--- config.mk ---
export PLATFORM = sky130hd
export DESIGN_NAME = ifetch_ctrl
export DESIGN_NICKNAME = d
export VERILOG_FILES = /design/src/rtl/ifetch_ctrl_pkg.sv /design/src/rtl/ifetch_slot.sv /design/src/rtl/ifetch_ctrl.sv
export SDC_FILE = /design/constraint.sdc
export NUM_CORES = 1
export LEC_CHECK = 0
export CAP_MARGIN = 5
export CORE_ASPECT_RATIO = 0.5
export CORE_MARGIN = 2
export CORE_UTILIZATION = 45
export CTS_BUF_LIST = sky130_fd_sc_hd__clkbuf_2
export CTS_CLUSTER_DIAMETER = 200
export DETAILED_ROUTE_END_ITERATION = 8
export GPL_TIMING_DRIVEN = 0
export PLACE_DENSITY = 0.8
export SKIP_LAST_GASP = 1
export SLEW_MARGIN = 10
export SYNTH_ARGS = -nofsm -noshare
export SYNTH_HDL_FRONTEND = slang
export SYNTH_SLANG_ARGS = --single-unit
--- constraint.sdc ---
create_clock -name clk -period 2.03 [get_ports clk]
set_input_delay 0.203 -clock clk [delete_from_list [all_inputs] [get_ports clk]]
set_output_delay 0.203 -clock clk [all_outputs]
set_load 0.02 [all_outputs]
--- src/rtl/ifetch_ctrl_pkg.sv ---
// Shared widths, reset PC and fetch FSM state type for the instruction-fetch controller.
package ifetch_ctrl_pkg;

    localparam int unsigned WORD_WIDTH    = 32;
    localparam int unsigned INSTR_WIDTH   = 32;
    localparam int unsigned PC_STEP_BYTES = 4;
    localparam logic [WORD_WIDTH-1:0] PC_BASE = 32'h0000_3000;

    typedef enum logic [1:0] {
        ST_REQ  = 2'd0,
        ST_WAIT = 2'd1,
        ST_HOLD = 2'd2,
        ST_DROP = 2'd3
    } fetch_state_t;

endpackage

--- src/rtl/ifetch_slot.sv ---
// IF/ID output register with a one-entry hold buffer for responses that arrive while decode is stalled.
module ifetch_slot #(
    parameter int unsigned AW = 32,
    parameter int unsigned IW = 32
) (
    input  logic          clk,
    input  logic          rst,
    input  logic          load_resp,
    input  logic [IW-1:0] resp_data,
    input  logic [AW-1:0] resp_pc,
    input  logic          capture,
    input  logic          load_hold,
    input  logic          consume,
    input  logic          flush,
    output logic          instr_valid,
    output logic [IW-1:0] instr,
    output logic [AW-1:0] instr_pc
);

    logic          hold_valid;
    logic [IW-1:0] hold_data;
    logic [AW-1:0] hold_pc;

    always_ff @(posedge clk) begin
        if (rst) begin
            instr_valid <= 1'b0;
            instr       <= '0;
            instr_pc    <= '0;
            hold_valid  <= 1'b0;
            hold_data   <= '0;
            hold_pc     <= '0;
        end else if (flush) begin
            instr_valid <= 1'b0;
            hold_valid  <= 1'b0;
        end else begin
            if (load_resp) begin
                instr_valid <= 1'b1;
                instr       <= resp_data;
                instr_pc    <= resp_pc;
            end else if (load_hold && hold_valid) begin
                instr_valid <= 1'b1;
                instr       <= hold_data;
                instr_pc    <= hold_pc;
                hold_valid  <= 1'b0;
            end else if (consume) begin
                instr_valid <= 1'b0;
            end
            if (capture) begin
                hold_valid <= 1'b1;
                hold_data  <= resp_data;
                hold_pc    <= resp_pc;
            end
        end
    end

endmodule

--- src/rtl/ifetch_ctrl.sv ---
// Fetch controller: one outstanding imem request, decode-stall hold buffer, redirect flush with stale-response drop.
module ifetch_ctrl
    import ifetch_ctrl_pkg::*;
#(
    parameter int unsigned AW      = WORD_WIDTH,
    parameter int unsigned IW      = INSTR_WIDTH,
    parameter int unsigned PC_STEP = PC_STEP_BYTES
) (
    input  logic          clk,
    input  logic          rst,
    input  logic [AW-1:0] pc,
    output logic [AW-1:0] npc,
    output logic          stallF,
    input  logic          redirect_valid,
    input  logic [AW-1:0] redirect_target,
    output logic          imem_req_valid,
    input  logic          imem_req_ready,
    output logic [AW-1:0] imem_req_addr,
    input  logic          imem_resp_valid,
    input  logic [IW-1:0] imem_resp_data,
    output logic          instr_valid,
    output logic [IW-1:0] instr,
    output logic [AW-1:0] instr_pc,
    input  logic          stallD
);

    fetch_state_t state_q, state_d;
    logic slot_free, consume;
    logic deliver_resp, deliver_hold, capture;

    assign slot_free = !instr_valid || !stallD;
    assign consume   = instr_valid && !stallD;

    always_ff @(posedge clk) begin
        if (rst) state_q <= ST_REQ;
        else     state_q <= state_d;
    end

    // A redirect wins over everything; an accepted or outstanding old request must be dropped.
    always_comb begin
        state_d = state_q;
        unique case (state_q)
            ST_REQ: begin
                if (imem_req_ready) state_d = redirect_valid ? ST_DROP : ST_WAIT;
            end
            ST_WAIT: begin
                if (redirect_valid)       state_d = imem_resp_valid ? ST_REQ : ST_DROP;
                else if (imem_resp_valid) state_d = slot_free ? ST_REQ : ST_HOLD;
            end
            ST_HOLD: begin
                if (redirect_valid || slot_free) state_d = ST_REQ;
            end
            ST_DROP: begin
                if (imem_resp_valid) state_d = ST_REQ;
            end
            default: state_d = ST_REQ;
        endcase
    end

    always_comb begin
        imem_req_valid = (state_q == ST_REQ) && !rst;
        imem_req_addr  = pc;
        deliver_resp   = (state_q == ST_WAIT) && imem_resp_valid && slot_free && !redirect_valid;
        capture        = (state_q == ST_WAIT) && imem_resp_valid && !slot_free && !redirect_valid;
        deliver_hold   = (state_q == ST_HOLD) && slot_free && !redirect_valid;
        stallF         = !(redirect_valid || deliver_resp || deliver_hold);
        npc            = redirect_valid ? redirect_target : pc + AW'(PC_STEP);
    end

    ifetch_slot #(
        .AW (AW),
        .IW (IW)
    ) u_slot (
        .clk         (clk),
        .rst         (rst),
        .load_resp   (deliver_resp),
        .resp_data   (imem_resp_data),
        .resp_pc     (pc),
        .capture     (capture),
        .load_hold   (deliver_hold),
        .consume     (consume),
        .flush       (redirect_valid),
        .instr_valid (instr_valid),
        .instr       (instr),
        .instr_pc    (instr_pc)
    );

endmodule

==> Word-level counts from Yosys, hierarchy flattened <==
Index checks and enable logic that the tools add are counted.
{ "word_totals": {"elab_cells": 66, "output_inout_bits": 131, "in_bits": 102, "regBits": 132} }
{ "classes": {"eq_ne": 8, "mux": 20, "reduce_logical": 29, "n_addsub": 1, "bitwise": 1} }
{ "op_table": {"columns": ["operator", "n"], "rows": [
  ["32-bit 2-to-1 mux", 5],
  ["32-bit by 3-bit adder with 32-bit output (second input constant)", 1],
  ["2-bit 2-to-1 mux", 8],
  ["1-bit logical AND", 10],
  ["2-bit case mux with 4 select lines", 1],
  ["1-bit zero test", 6],
  ["1-bit 2-to-1 mux", 6],
  ["2-bit inequality test (second input constant)", 3],
  ["2-bit AND reduction", 3],
  ["2-bit == test (second input constant)", 2],
  ["1-bit logical OR", 4],
  ["4-bit AND reduction", 1],
  ["2-bit nonzero test", 2],
  ["3-bit inequality test (second input constant)", 1],
  ["3-bit nonzero test", 1],
  ["2-bit by 1-bit == test with 1-bit output (second input constant)", 1],
  ["2-bit zero test", 1],
  ["2-bit by 1-bit inequality test with 1-bit output (second input constant)", 1],
  ["2-bit OR reduction", 1],
  ["1-bit inverter", 1]
]} }

==> Depth between registers and ports, before layout <==
{ "logic_depth": {"ltp_word": 8, "ltp_mapped": 7, "ltp_nobuf": 5} }

==> By module <==
A second synthesis with hierarchy kept.
{ "hier_totals": {"cells_unflattened": 881, "hier_area_um2": 8064.0} }
{ "modules_own_cells": {"columns": ["mod", "cells_each", "area_per_inst_um2", "n_inst"], "rows": [
  ["ifetch_slot", 656, 6636.4, 1],
  ["ifetch_ctrl", 225, 1427.6, 1]
]} }

==> Least setup slack after synthesis <==
No wires, ideal clock.
{ "synth_timing": {"path_type": "input -> output", "start": "in pc[2]", "end": "out npc[30]", "cell_stages": 5, "required_ps": 1827, "slack_ps": 110, "t_arrival_ps": 1717, "cell_sequence": "ha_1 -> and4_4 -> nand4_4 -> or4_1 -> a31oi_1"} }
{ "synth_between": {"elab_chain_len": 2} }
{ "synth_rtl": {"columns": ["item", "line_no", "rtl"], "rows": [
  ["from (decl)", "ifetch_ctrl.sv:11", "input logic [AW-1:0] pc,"],
  ["32-bit by 3-bit adder with 32-bit output", "ifetch_ctrl.sv:67", "npc = redirect_valid ? redirect_target : pc + AW'(PC_STEP);"],
  ["32-bit 2-to-1 mux", "ifetch_ctrl.sv:67", null],
  ["to (decl)", "ifetch_ctrl.sv:12", "output logic [AW-1:0] npc,"]
]} }
Every way passes these cells.

==> Worst setup path in the final report <==
Same ends and word-level chain as after synthesis.

==> summary.txt <==
Floorplanning
  – Die W: 170 um
  – Rows: 30
  – Die Footprint: about 0.015 sq mm
  – Core Footprint: 0.0135 sq mm
  – Top Ports: approximately 230
  – Die H: approximately 87 um
  – Starting density of the core: 46.0%

Timing
  – Rel. slew slack: between 60% and 70%
  – Setup WS post-layout: -0.0396 ns
  – RSZ-0062 raised after global routing: yes
  – Slew Limit Fails: 0
  – Highest clock rate: 483 MHz
  – Crit path time final: roughly 2.1 ns
  – Final hold violations: 0
  – Tcrit/Tclk final: 102%
  – Skew final: around 0.04 ns
  – Setup violators final: 1
  – Actual slew at the worst max-slew pin: 0.596 ns

Detailed routing
  – Routed Wire Length: around 21,000 um
  – Via count: 7,043
  – Pre-Repair DR Iteration Count: 6
  – DRT iter0 DRCs: roughly 660
  – DR vias/cell: approximately 5.6
  – DRC: 0
  – Post-DRT Antenna Nets: 0
  – Routed len/inst: 16.8 um

Yosys
  – Register area share after synthesis: between 40% and 50%
  – #FFs+latches synth: roughly 130
  – Largest cells by area after synthesis: dfxtp_1 (42%), nand2_1 (14%), a21oi_1 (11%)
  – Netlist cell types: 55
  – Share of the synthesized area in the top cell type: 42.5%
  – Cells after Synth: ~800
  – Avg Inst Size Synth: approximately 8 sq um
  – EDFF count, synth: 0
  – Yosys warns: 0
  – Post-synth net total: 904
  – Post-synth ARST share: 0%
  – Biggest area consumer among synthesized cells: dfxtp_1
  – Top_reg_cell synth: dfxtp_1
  – Area of the mapped netlist: 0.00622 sq mm

Critical path
  – Crit path required time: 1.83 ns
  – Reg2Reg Depth: 7
  – CP peak stage delay: roughly 0.53 ns
  – Crit Path Class: in -> out
  – Delay-heaviest family, CP: simple AND/OR/NAND/NOR gates
  – CP bufs+invs: 2
  – R2R Setup Slk: between 0.15 and 0.2 ns
  – FF-to-FF End: u_slot.instr[18]
  – Cells along the critical path: buf_4 -> ha_4 -> and4_4 -> nand4_4 -> or4_1 -> a31oi_1 -> buf_2
  – Worst Path Max Fanout: 7
  – Reg2reg start: state_q[0]
  – CP Launch Type: primary input
  – Worst EP arrival: around 1.9 ns
  – Critical path origin: pc[2]
  – Slowest CP cell: or4_1
  – CP Capture Type: output pin

Worst hold path
  – Worst Hold Depth: 3
  – Worst Hold Class: in -> reg
  – Beginning of the worst hold path: pc[29]
  – Worst Hold Path EP: u_slot.instr_pc[29]

Placed design
  – Hpwl dp: about 15,000 um
  – GP Congestion: a little under 0.9
  – Placement Setup Slack: -1.17 ns
  – Placed Cells incl. Taps: roughly 1,200
  – Port Buf Inserts: approximately 230

Clock network
  – Inserted Clock Buffers: 17
  – Root buf cell: clkbuf_2
  – Worst-path clk slew: 0.19 ns
  – Clk sinks: 132
  – Clk_lat worst skew: between 0.6 and 0.7 ns
  – # Post-CTS Setup Buffers: 0
  – CTS H-Tree Depth: 4
  – Bufs on Longest Clock Path: 2
  – CTS tree: built

Power
  – P_sw: 1610 uW
  – Sequential power share: 47.5%
  – Combinational share of power: roughly a fifth
  – Clock network power share: around a third
  – Design Power: between 5000 and 6000 uW
  – VDD IR-drop max: about 0.28 mV
  – PD cells: about 600 mW/mm^2
  – Switching Share: between 20% and 30%
  – Pint: between 3000 and 4000 uW
  – Pleak: roughly 0.0034 uW

Global route
  – Remaining global-route overflow: 0
  – Largest net degree at the start of global routing: 17
  – Vias in the first global route: ~6,300
  – First-pass GRT wire length: roughly 32,000 um
  – Tot GR Track Use: between 20% and 30%
  – Antenna violations before repair: 0

Finish
  – Area growth, synth to finish: 50.2%
  – Commonest non-fill, non-tap cell in the layout: nand2_1
  – Antenna Cells: 0
  – Layout Nets: roughly 1,200
  – Layout cells sized above 1: between 15 and 20%
  – Most frequent cells in the layout: nand2_1 (224), clkdlybuf4s50_1 (172), dfxtp_1 (132)
  – Non-filler cells, final: roughly 1,300

Status
  – Failing checks: negative setup slack
  – Status: finished, violations left

Run
  – Max cap viols: 0
==> what timing repair did <==
item	in CTS	in global routing
resized for setup	162	52
hold buffers	25	8
hold endpoints to repair	42	8
gates cloned	0	0
pin swaps	1	4
endpoints found under the setup margin	34	69
==> power groups by stage <==
stage	combinational (uW)	clock (uW)	sequential, uW
5_1_grt	1090	2010	2650
6_report	1030	1890	2650
3_5_place_dp	991	0	2700
2_1_floorplan	404	0	2730
3_3_place_gp	982	0	2700
4_1_cts	1010	1910	2650
==> registers in the layout, summed over array words and instances, names as in the netlist <==
name and cells:
u_slot.instr 32, u_slot.hold_data 32, u_slot.hold_pc 32, u_slot.hold_valid 1
u_slot.instr_pc 32, u_slot.instr_valid 1, state_q 2
==> synth_stat cells (4+ instances only) <==
cell type    n
buf_1        9
xor2_1       6
buf_2       20
and2_1       4
dfxtp_1    132
nand4_1     11
nor3_1       4
clkbuf_1    28
or4_1        5
buf_4       35
xnor2_1      7
nand3_1     12
and4_1       6
or2_2        5
buf_6        4
a21oi_1    131
a22oi_1     64
nand2_1    224
o311ai_0     5
a31oi_1      9
o21ai_0     19
nor2_1      13
==> kinds of logic after synthesis <==
| family | Yosys count | synth area share (%) |
|---|---|---|
| fa+ha+maj | 1 | 0.201 |
| mux | 4 | 0.704 |
| simple gates | 307 | 22.3 |
| xor+xnor | 13 | 1.83 |
| flops | 132 | 42.5 |
| buf+inv | 102 | 9.33 |
| compound gates | 242 | 23.1 |
==> final cells by class <==
cell class / instances / area (sq um)
Timing Repair Buffer: 258 / 2500
Fill cell: 1100 / 4170
Multi-Input combinational cell: 567 / 3080
Tap cell: 176 / 220
Sequential cell: 132 / 2640
Clock buffer: 17 / 85.1
Buffer: 99 / 604
Inverter: 3 / 11.3
Clock inverter: 14 / 199
==> per-stage QoR <==
stage	utilization [%]	setup TNS, ns	hold slack (ns)	area [sq um]
6_report	69.2	-0.0396	0.0289	9350
5_1_grt	69.2	-0.189	0.0186	9350
4_1_cts	68.3	-0.204	0.00567	9230
3_5_place_dp	64.3	-59.85	0.447	8690
3_3_place_gp	64.3	-56.98	0.442	8690
2_1_floorplan	-	0	0.339	6220
==> routing by layer <==
layer	GRT usage [%]	up-vias	routed length [um]
li1	-	3328	-
met1	35.7	3351	9030
met2	46.9	320	10400
met3	4.41	44	1450
met4	8.24	0	371
met5	0	-	0
==> worst reg2reg max path, delay by kind of cell (launching register included) <==
family	cells	cell delay, ns
flip-flops	1	0.35
AND/OR/NAND/NOR	2	0.43
buffers and inverters	3	0.75
AO/OA/AOI/OAI	2	0.30
==> worst max-delay path by stage <==
stage / end / slack, ns / cells past startpoint
2_1_floorplan: npc[30] / 0.11 / 5
3_3_place_gp: npc[30] / -1.17 / 7
3_5_place_dp: npc[30] / -1.17 / 7
4_1_cts: npc[30] / -0.13 / 7
5_1_grt: npc[30] / -0.11 / 7
6_report: npc[30] / -0.04 / 7
Power figures use the tool's default switching activity.
